===== src/rtl/seg_scan_ctrl_pkg.sv =====
// seg_scan_ctrl_pkg: scan FSM encoding, blank segment pattern and counter sizing
package seg_scan_ctrl_pkg;
  localparam logic [1:0] S_IDLE  = 2'd0;
  localparam logic [1:0] S_DRIVE = 2'd1;
  localparam logic [1:0] S_DEAD  = 2'd2;
  localparam logic [6:0] SEG_BLANK = 7'b1111111;
  function automatic int cnt_width(input int div, input int dead);
    int m;
    m = (div > dead) ? div : dead;
    m = (m > 2) ? m : 2;
    return $clog2(m);
  endfunction
endpackage


===== src/rtl/seg_scan_ctrl_bcd7seg.sv =====
// bcd7seg: hex nibble to active-low {a..g} segment pattern
module bcd7seg (
  input  logic [3:0] hex,
  output logic [6:0] seg
);
  always_comb
    case (hex)
      4'h0: seg = 7'b0000001;
      4'h1: seg = 7'b1001111;
      4'h2: seg = 7'b0010010;
      4'h3: seg = 7'b0000110;
      4'h4: seg = 7'b1001100;
      4'h5: seg = 7'b0100100;
      4'h6: seg = 7'b0100000;
      4'h7: seg = 7'b0001111;
      4'h8: seg = 7'b0000000;
      4'h9: seg = 7'b0000100;
      4'hA: seg = 7'b0001000;
      4'hB: seg = 7'b1100000;
      4'hC: seg = 7'b0110001;
      4'hD: seg = 7'b1000010;
      4'hE: seg = 7'b0110000;
      default: seg = 7'b0111000;
    endcase
endmodule


===== src/rtl/seg_scan_ctrl.sv =====
// seg_scan_ctrl: multiplexed 7-segment scan with dead time and frame-synchronous load/ack
module seg_scan_ctrl
  import seg_scan_ctrl_pkg::*;
#(
  parameter int NDIG = 8,
  parameter int DIV  = 1000,
  parameter int DEAD = 16
) (
  input  logic              clk,
  input  logic              rst,
  input  logic              en,
  input  logic              load,
  input  logic [4*NDIG-1:0] data,
  input  logic [NDIG-1:0]   blank,
  output logic              ack,
  output logic              frame_tick,
  output logic [NDIG-1:0]   an,
  output logic [6:0]        seg
);
  localparam int CW = cnt_width(DIV, DEAD);
  localparam int IW = $clog2(NDIG);
  localparam logic [CW-1:0] DIV_END  = CW'(DIV - 1);
  localparam logic [CW-1:0] DEAD_END = CW'((DEAD > 0) ? DEAD - 1 : 0);
  localparam logic [IW-1:0] LAST     = IW'(NDIG - 1);
  logic [1:0]        state, state_n;
  logic [IW-1:0]     idx, idx_n, idx_inc;
  logic [CW-1:0]     cnt, cnt_n;
  logic [4*NDIG-1:0] shadow, active, active_n;
  logic [NDIG-1:0]   sblank, blank_act, blank_n;
  logic              pending, go;
  logic [3:0]        nib;
  logic [6:0]        dec;
  assign idx_inc    = (idx == LAST) ? '0 : idx + 1'b1;
  assign frame_tick = (idx == LAST) & ((state == S_DEAD & cnt == DEAD_END) |
                      ((DEAD == 0) & state == S_DRIVE & cnt == DIV_END));
  // a load landing on frame_tick bypasses the shadow so one ack covers it
  assign go        = (frame_tick | state == S_IDLE) & (pending | (load & frame_tick));
  assign active_n  = go ? (load ? data : shadow) : active;
  assign blank_n   = go ? (load ? blank : sblank) : blank_act;
  always_comb begin
    state_n = state;
    idx_n   = idx;
    cnt_n   = cnt + 1'b1;
    if (!en) begin
      state_n = S_IDLE;
      idx_n   = '0;
      cnt_n   = '0;
    end else if (state != S_DRIVE && state != S_DEAD) begin
      state_n = S_DRIVE;
      idx_n   = '0;
      cnt_n   = '0;
    end else if (state == S_DRIVE && cnt == DIV_END) begin
      state_n = (DEAD > 0) ? S_DEAD : S_DRIVE;
      idx_n   = (DEAD > 0) ? idx : idx_inc;
      cnt_n   = '0;
    end else if (state == S_DEAD && cnt == DEAD_END) begin
      state_n = S_DRIVE;
      idx_n   = idx_inc;
      cnt_n   = '0;
    end
  end
  // decode the digit about to be driven so seg lines up with an
  assign nib = active_n[{idx_n, 2'b00} +: 4];
  bcd7seg u_dec (.hex(nib), .seg(dec));
  always_ff @(posedge clk or posedge rst)
    if (rst) begin
      state     <= S_IDLE;
      idx       <= '0;
      cnt       <= '0;
      an        <= '1;
      seg       <= SEG_BLANK;
      ack       <= 1'b0;
      shadow    <= '0;
      sblank    <= '0;
      active    <= '0;
      blank_act <= '0;
      pending   <= 1'b0;
    end else begin
      state     <= state_n;
      idx       <= idx_n;
      cnt       <= cnt_n;
      an        <= (state_n == S_DRIVE && !blank_n[idx_n]) ? ~(NDIG'(1) << idx_n) : '1;
      seg       <= (state_n == S_DRIVE) ? dec : SEG_BLANK;
      ack       <= go;
      active    <= active_n;
      blank_act <= blank_n;
      pending   <= (pending | load) & !go;
      if (load) begin
        shadow <= data;
        sblank <= blank;
      end
    end
endmodule


===== config.mk =====
export PLATFORM = sky130hd
export DESIGN_NAME = seg_scan_ctrl
export DESIGN_NICKNAME = d
export VERILOG_FILES = /design/src/rtl/seg_scan_ctrl_pkg.sv /design/src/rtl/seg_scan_ctrl_bcd7seg.sv /design/src/rtl/seg_scan_ctrl.sv
export SDC_FILE = /design/constraint.sdc
export NUM_CORES = 1
export LEC_CHECK = 0
export BUFFER_PORTS_ARGS = -buffer_cell sky130_fd_sc_hd__clkbuf_2
export CORE_ASPECT_RATIO = 1.25
export CORE_MARGIN = 4
export CORE_UTILIZATION = 41
export CTS_CLUSTER_SIZE = 40
export DETAILED_ROUTE_END_ITERATION = 10
export GPL_TIMING_DRIVEN = 0
export SYNTH_ARGS = -nofsm -noshare
export SYNTH_HDL_FRONTEND = slang
export SYNTH_SLANG_ARGS = --single-unit

===== constraint.sdc =====
create_clock -name clk -period 3.5 [get_ports clk]
set_clock_uncertainty 0.05 [all_clocks]
set_input_delay 0.35 -clock clk [delete_from_list [all_inputs] [get_ports clk]]
set_output_delay 0.35 -clock clk [all_outputs]
set_load 0.05 [all_outputs]

### Word level (Yosys, flattened, before mapping)

Memory sizes are Yosys's and may differ from the RTL's.
Index checks and enable logic that the tools add are counted.

* register bits: 112
* bits in latches: 0
* memory bits (writable): 0
* ROM bits: 112
* output and inout bits: 17
* word-level logic and storage cells: 62
* memories kept: 1

Memories
* (name not given): depth 16, bits a word 7, rd ports 1, clocked after Yosys merged registers in 0, write ports 0, line seg_scan_ctrl_bcd7seg.sv:7 `case (hex)`

* add/subtract/negate cells: 2
* multiply operators: 0
* div/mod/pow operators: 0
* $lt $le $gt $ge: 1
* equal/unequal tests: 8
* shift-type cells: 2
* mux-type cells: 21
* bitwise logic cells: 9
* reductions and logical operators: 7

Operator list (number)
* 32-bit two-way mux: 2
* 10-bit two-way mux: 4
* 32-bit by 6-bit indexed part select with 4-bit output: 1
* 8-bit two-way mux: 3
* 3-bit two-way mux: 5
* 10-bit by 1-bit adder with 10-bit output (second input constant): 1
* 10-bit == test (second input constant): 1
* 10-bit by 4-bit == test with 1-bit output (second input constant): 1
* 2-bit two-way mux: 4
* 8-bit NOT: 1
* 1-bit by 3-bit left shift with 8-bit output (first input constant): 1
* 7-bit two-way mux: 1
* 1-bit AND: 5
* 2-bit by 1-bit == test with 1-bit output (second input constant): 2
* 1-bit logical AND: 4
* 3-bit by 4-bit < comparator with 1-bit output (second input constant): 1
* 3-bit by 1-bit adder with 3-bit output (second input constant): 1
* 1-bit binary-select mux with 3-bit select: 1
* 3-bit == test (second input constant): 1
* 1-bit bitwise OR: 3
* 2-bit == test (second input constant): 1
* 1-bit logical NOT: 2
* 2-bit logical NOT: 1
* 2-bit by 1-bit != test with 1-bit output (second input constant): 1
* other kinds (2): 2

### Longest topological paths before layout

* word-level depth: 12
* depth in mapped cells: 19
* depth with buffers taken out: 16

### Modules after synthesis

Synthesis repeated with hierarchy kept, for this count alone.

* cells, all modules: 486
* area total of the unflattened synthesis: 5381.4 µm²

Modules (own cells, without submodules)
* seg_scan_ctrl: instances 1, cells each 453, area an instance 5112.4 µm², sequential area each 2821.5 µm²
* bcd7seg: instances 1, cells each 33, area an instance 269.0 µm², sequential area each 0.0 µm²

### Worst setup path before layout

Ideal clock, no wire load.

* path type: flip-flop to flip-flop
* from: reg state[0]
* to: reg seg[1]
* library setup time: 0.112 ns
* data arrival time: 3.507 ns
* data required time: 3.338 ns
* path slack: -0.169 ns
* cell stages (with the launch flop): 19
* path through: dfrtp_1 > inv_1 > ha_1 > or4b_1 > buf_2 > o41ai_4 > nand2_2 > clkinv_2 > buf_6 > buf_6 > nor2_1 > nor2_1 > a22oi_1 > a31oi_1 > inv_1 > ha_1 > mux2_4 > nand2_1 > o211ai_1

* cells in the longest elaborated chain, start to end: 10
* elaborated cells on any way between the ends: 27

RTL lines
* start, declared: line seg_scan_ctrl.sv:25 `logic [1:0] state, state_n;`
* start signal, assigned: line seg_scan_ctrl.sv:79 `state <= state_n;`
* 2-bit == test: line seg_scan_ctrl.sv:34 `assign frame_tick = (idx == LAST) & ((state == S_DEAD & cnt == DEAD_END) |`
* 1-bit AND (2 in series): line seg_scan_ctrl.sv:34
* 1-bit AND: line seg_scan_ctrl.sv:37 `assign go = (frame_tick | state == S_IDLE) & (pending | (load & frame_tick));`
* 1-bit bitwise OR: line seg_scan_ctrl.sv:37
* 1-bit AND (*): line seg_scan_ctrl.sv:37
* named net go: line seg_scan_ctrl.sv:30 `logic pending, go;`
* 32-bit two-way mux (*): line seg_scan_ctrl.sv:38 `assign active_n = go ? (load ? data : shadow) : active;`
* named net active_n[29]: line seg_scan_ctrl.sv:28 `logic [4*NDIG-1:0] shadow, active, active_n;`
* 32-bit by 6-bit indexed part select with 4-bit output (*): line seg_scan_ctrl.sv:63 `assign nib = active_n[{idx_n, 2'b00} +: 4];`
* memory 16 x 7 bit (*)
* 7-bit two-way mux (*): line seg_scan_ctrl.sv:83 `seg <= (state_n == S_DRIVE) ? dec : SEG_BLANK;`
* end signal, assigned: line seg_scan_ctrl.sv:83
* end, declared: line seg_scan_ctrl.sv:18 `output logic [6:0] seg`

Mark *: on every way through the listed nets, which the timed path passes. The rest lies on a longest branch.

### Worst setup path in the final report

* from: reg state[0]
* to: reg seg[1]

* cells in the longest elaborated chain, start to end: 10
* elaborated cells on any way between the ends: 27

RTL lines (line)
* 2-bit == test: seg_scan_ctrl.sv:34, seg_scan_ctrl.sv:56
* 1-bit AND (2 in series): seg_scan_ctrl.sv:34
* 1-bit AND: seg_scan_ctrl.sv:37
* 1-bit bitwise OR: seg_scan_ctrl.sv:37
* 1-bit AND: seg_scan_ctrl.sv:37
* 32-bit two-way mux: seg_scan_ctrl.sv:38
* 32-bit by 6-bit indexed part select with 4-bit output: seg_scan_ctrl.sv:63
* memory 16 x 7 bit
* 7-bit two-way mux (*): seg_scan_ctrl.sv:83

Mark *: on every way between the ends. The rest lies on a longest branch, timed or not.

==> results.sh <==
export IMPL_outcome="finished, violations left"
export IMPL_violations="negative setup slack"
export IMPL_first_pass_iters=4
export IMPL_path_delay_family="simple AND/OR/NAND/NOR gates"
export IMPL_clock_path_buffers=2
export IMPL_drt_iter0_markers=177
export IMPL_fillers=1109
export IMPL_tritoncts="built"
export IMPL_r2r_start="state[0]$_DFF_PP0_"
export IMPL_crit_path_end_kind="flip-flop"
export IMPL_power_frac_clock=0.253
export IMPL_async_flop_share=1.00
export IMPL_hold_worst_slack_ns=0.0355
export IMPL_grt_setup_unrepaired="yes"
export IMPL_gp_congestion=0.831
export IMPL_area_delta_synth_final_pct=33.2
export IMPL_wl_per_cell_um=17.4
export IMPL_synth_ff_type="dfrtp_1"
export IMPL_cap_violations=0
export IMPL_p_leak_uw=0.00300
export IMPL_p_int_uw=2640
export IMPL_synth_area_top_cells="dfrtp_1 46%, mux2_2 11%, dfstp_2 7.5%"
export IMPL_final_seq_area_sq_um=2820
export IMPL_grt_pass1_wl_mm=20.2
export IMPL_setup_ws_ns=-0.0297
export IMPL_dr_total_vias=3993
export IMPL_htreeDepth=3
export IMPL_std_cell_rows=46
export IMPL_hpwl_mm=8.23
export IMPL_power_density_nw_per_um2=559
export IMPL_grt_usage=0.174
export IMPL_remaining_drc_errors=0
export IMPL_postRouteAntennaNets=0
export IMPL_hold_class="in -> async"
export IMPL_maxSlewViolCount=0
export IMPL_post_route_period_util=1.01
export IMPL_nets=634
export IMPL_final_util=0.555
export IMPL_clockRootBuffer="clkbuf_16"
export IMPL_multi_input_comb_area_sq_um=2690
export IMPL_portBuffers=59
export IMPL_max_slew_worst_pin_slew_ns=1.11
export IMPL_layoutNonFillerInstCount=751
export IMPL_grt_pass1_vias=3980
export IMPL_cp_cell_sequence="inv_2 -> ha_4 -> or4b_4 -> o41a_1 -> buf_6 -> buf_12 -> nor3_4 -> a211oi_4 -> nor4_2 -> mux2i_2 -> buf_4 -> ha_4 -> mux2_4 -> nand2_2 -> o211ai_1"
export IMPL_clkTransAtPathRegs_ns=0.08
export IMPL_totalWireLength_mm=13.1
export IMPL_worst_path_buf_inv=4
export IMPL_yosysSeqAreaShare=0.534
export IMPL_start_kind="flip-flop"
export IMPL_critPathMaxFanout=5
export IMPL_core_area_sq_um=12700
export IMPL_vias_per_cell=5.32
export IMPL_critical_path_class="reg -> reg"
export IMPL_drive_gt1_frac=0.489
export IMPL_num_antenna_cells=0
export IMPL_placed_area_sq_um=5830
export IMPL_syn_num_nets=517
export IMPL_post_place_cells=689
export IMPL_grt_overflow=0
export IMPL_total_power_uw=3930
export IMPL_netlist_area_sq_um=5280
export IMPL_critPathLaunch="state[0]$_DFF_PP0_"
export IMPL_hold_viol=0
export IMPL_synth_top_cell_area_share=0.460
export IMPL_cpPeakStageDelay_ns=0.50
export IMPL_antenna_found_initial=0
export IMPL_slew_headroom=0.259
export IMPL_postSynthAreaPerCell_sq_um=11.5
export IMPL_arrival_ns=3.69
export IMPL_cpMaxStageDelayCell="or4b_4"
export IMPL_chipHeight_um=135
export IMPL_stdcell_area_sq_um=7030
export IMPL_clk_latency_ns=0.35
export IMPL_ir_worst_vdd_uv=388
export IMPL_synth_cell_types=63
export IMPL_die_w_um=110
export IMPL_switching_share=0.330
export IMPL_design_die_area_sq_um=14800
export IMPL_io_pins=61
export IMPL_clkSinkCount=112
export IMPL_power_frac_seq=0.412
export IMPL_grt_max_degree=62
export IMPL_p_sw_uw=1300
export IMPL_ys_warn_count=0
export IMPL_finalSetupViolations=2
export IMPL_syn_inst=461
export IMPL_synth_edf_count=0
export IMPL_start_util=0.417
export IMPL_finalCriticalPeriod_ns=3.53
export IMPL_cts_buffers=9
export IMPL_synth_area_leader_cell="dfrtp_1"
export IMPL_synth_seq_cells=112
export IMPL_timing_fmax_ghz=0.283
export IMPL_crit_path_frequent_cell="ha_4"
export IMPL_pwr_share_comb=0.334
export IMPL_worstPathRequired_ns=3.66
## per-layer routing
layer	GRT usage	up-vias	wire length [um]
li1	-	1888	-
met1	0.236	2007	5580
met2	0.285	80	6810
met3	0.0292	18	393
met4	0.0575	0	280
met5	0	-	0
## state kept, by name, indices dropped and copies added (netlist names)
signal     count
active        32
shadow        32
cnt           10
an             8
blank_act      8
sblank         8
seg            7
idx            3
state          2
ack            1
pending        1
## final timing paths
check	endpoint	slack [ns]	cells after the start
worst max-delay path	seg[1]$_DFF_PP1_	-0.03	15
worst max register to register	seg[1]$_DFF_PP1_	-0.03	15
worst min-delay path	shadow[0]$_DFF_PP0_	0.04	2
min in group clk	shadow[17]$_DFF_PP0_	0.20	2
max in group asynchronous	an[6]$_DFF_PP1_	2.60	3
worst min register to register	cnt[0]$_DFF_PP0_	0.43	1
## stage by stage
step / setup WS [ns] / setup TNS (ns)
2_1_floorplan: 0.0208 / 0
3_3_place_gp: -1.07 / -109.51
3_5_place_dp: -1.04 / -7.15
4_1_cts: -0.162 / -0.942
5_1_grt: -0.156 / -0.611
6_report: -0.0297 / -0.0350
## kinds of logic after synthesis
kind of cell,synth area share
AO/OA/AOI/OAI,0.119
XOR/XNOR,0.00995
flip-flops,0.534
buffers and inverters,0.0436
adder cells (fa/ha/maj),0.0284
AND/OR/NAND/NOR,0.125
multiplexers,0.140
## synthesized netlist by cell type, types with 3 or more instances
master and instances:
nand2_1 38, a31oi_1 4, nor2_1 26, inv_1 28
ha_1 12, mux2_1 3, and3_1 5, nor3_2 3
o21ai_0 5, mux2_2 50, dfrtp_1 97, or3_1 3
and2_1 3, dfstp_2 15, nor4_1 6, a21oi_1 27
mux2i_1 10, clkbuf_1 9, buf_6 3, buf_2 6
a211oi_1 19, nand3_1 7, xnor2_1 4, nor3_1 23
## layout make-up
type                       count  share of cell area
buffer                        18              0.0219
clock buffer                   9              0.0320
clock inverter                 7             0.00925
inverter                      29              0.0169
multi-input combinational    298               0.382
sequential                   112               0.401
tap                          168              0.0299
timing repair buffer         110               0.107
## power by group through the flow
stage | clock, uW | combinational, uW | sequential (uW)
finish | 996 | 1310 | 1620
global placement | 0 | 913 | 1630
floorplan | 0 | 633 | 1730
global route | 1070 | 1420 | 1650
CTS | 1020 | 1120 | 1620
detailed placement | 0 | 937 | 1640
## cell usage in the layout (no fill, tap or decap), drive strengths merged, types with 3 or more instances in the layout
master   n
xnor2    4
a21oi   28
buf     64
nand2   39
dfrtp   97
mux2i   11
a211oi  19
ha      12
nor4     6
a31oi    4
nor3    26
o21ai    8
inv     30
mux2    55
dfstp   15
or3      3
nor2    26
clkbuf  73
a22oi    3
nand3    7
and2     3
clkinv   6
and3     5
## timing repair
item,CTS,global route
endpoints found under the setup margin,15,11
hold buffers,0,0
pin swaps,19,27
setup buffers,21,26
resized for setup,52,67
cloned,0,3
(Power assumes the default switching activity.)
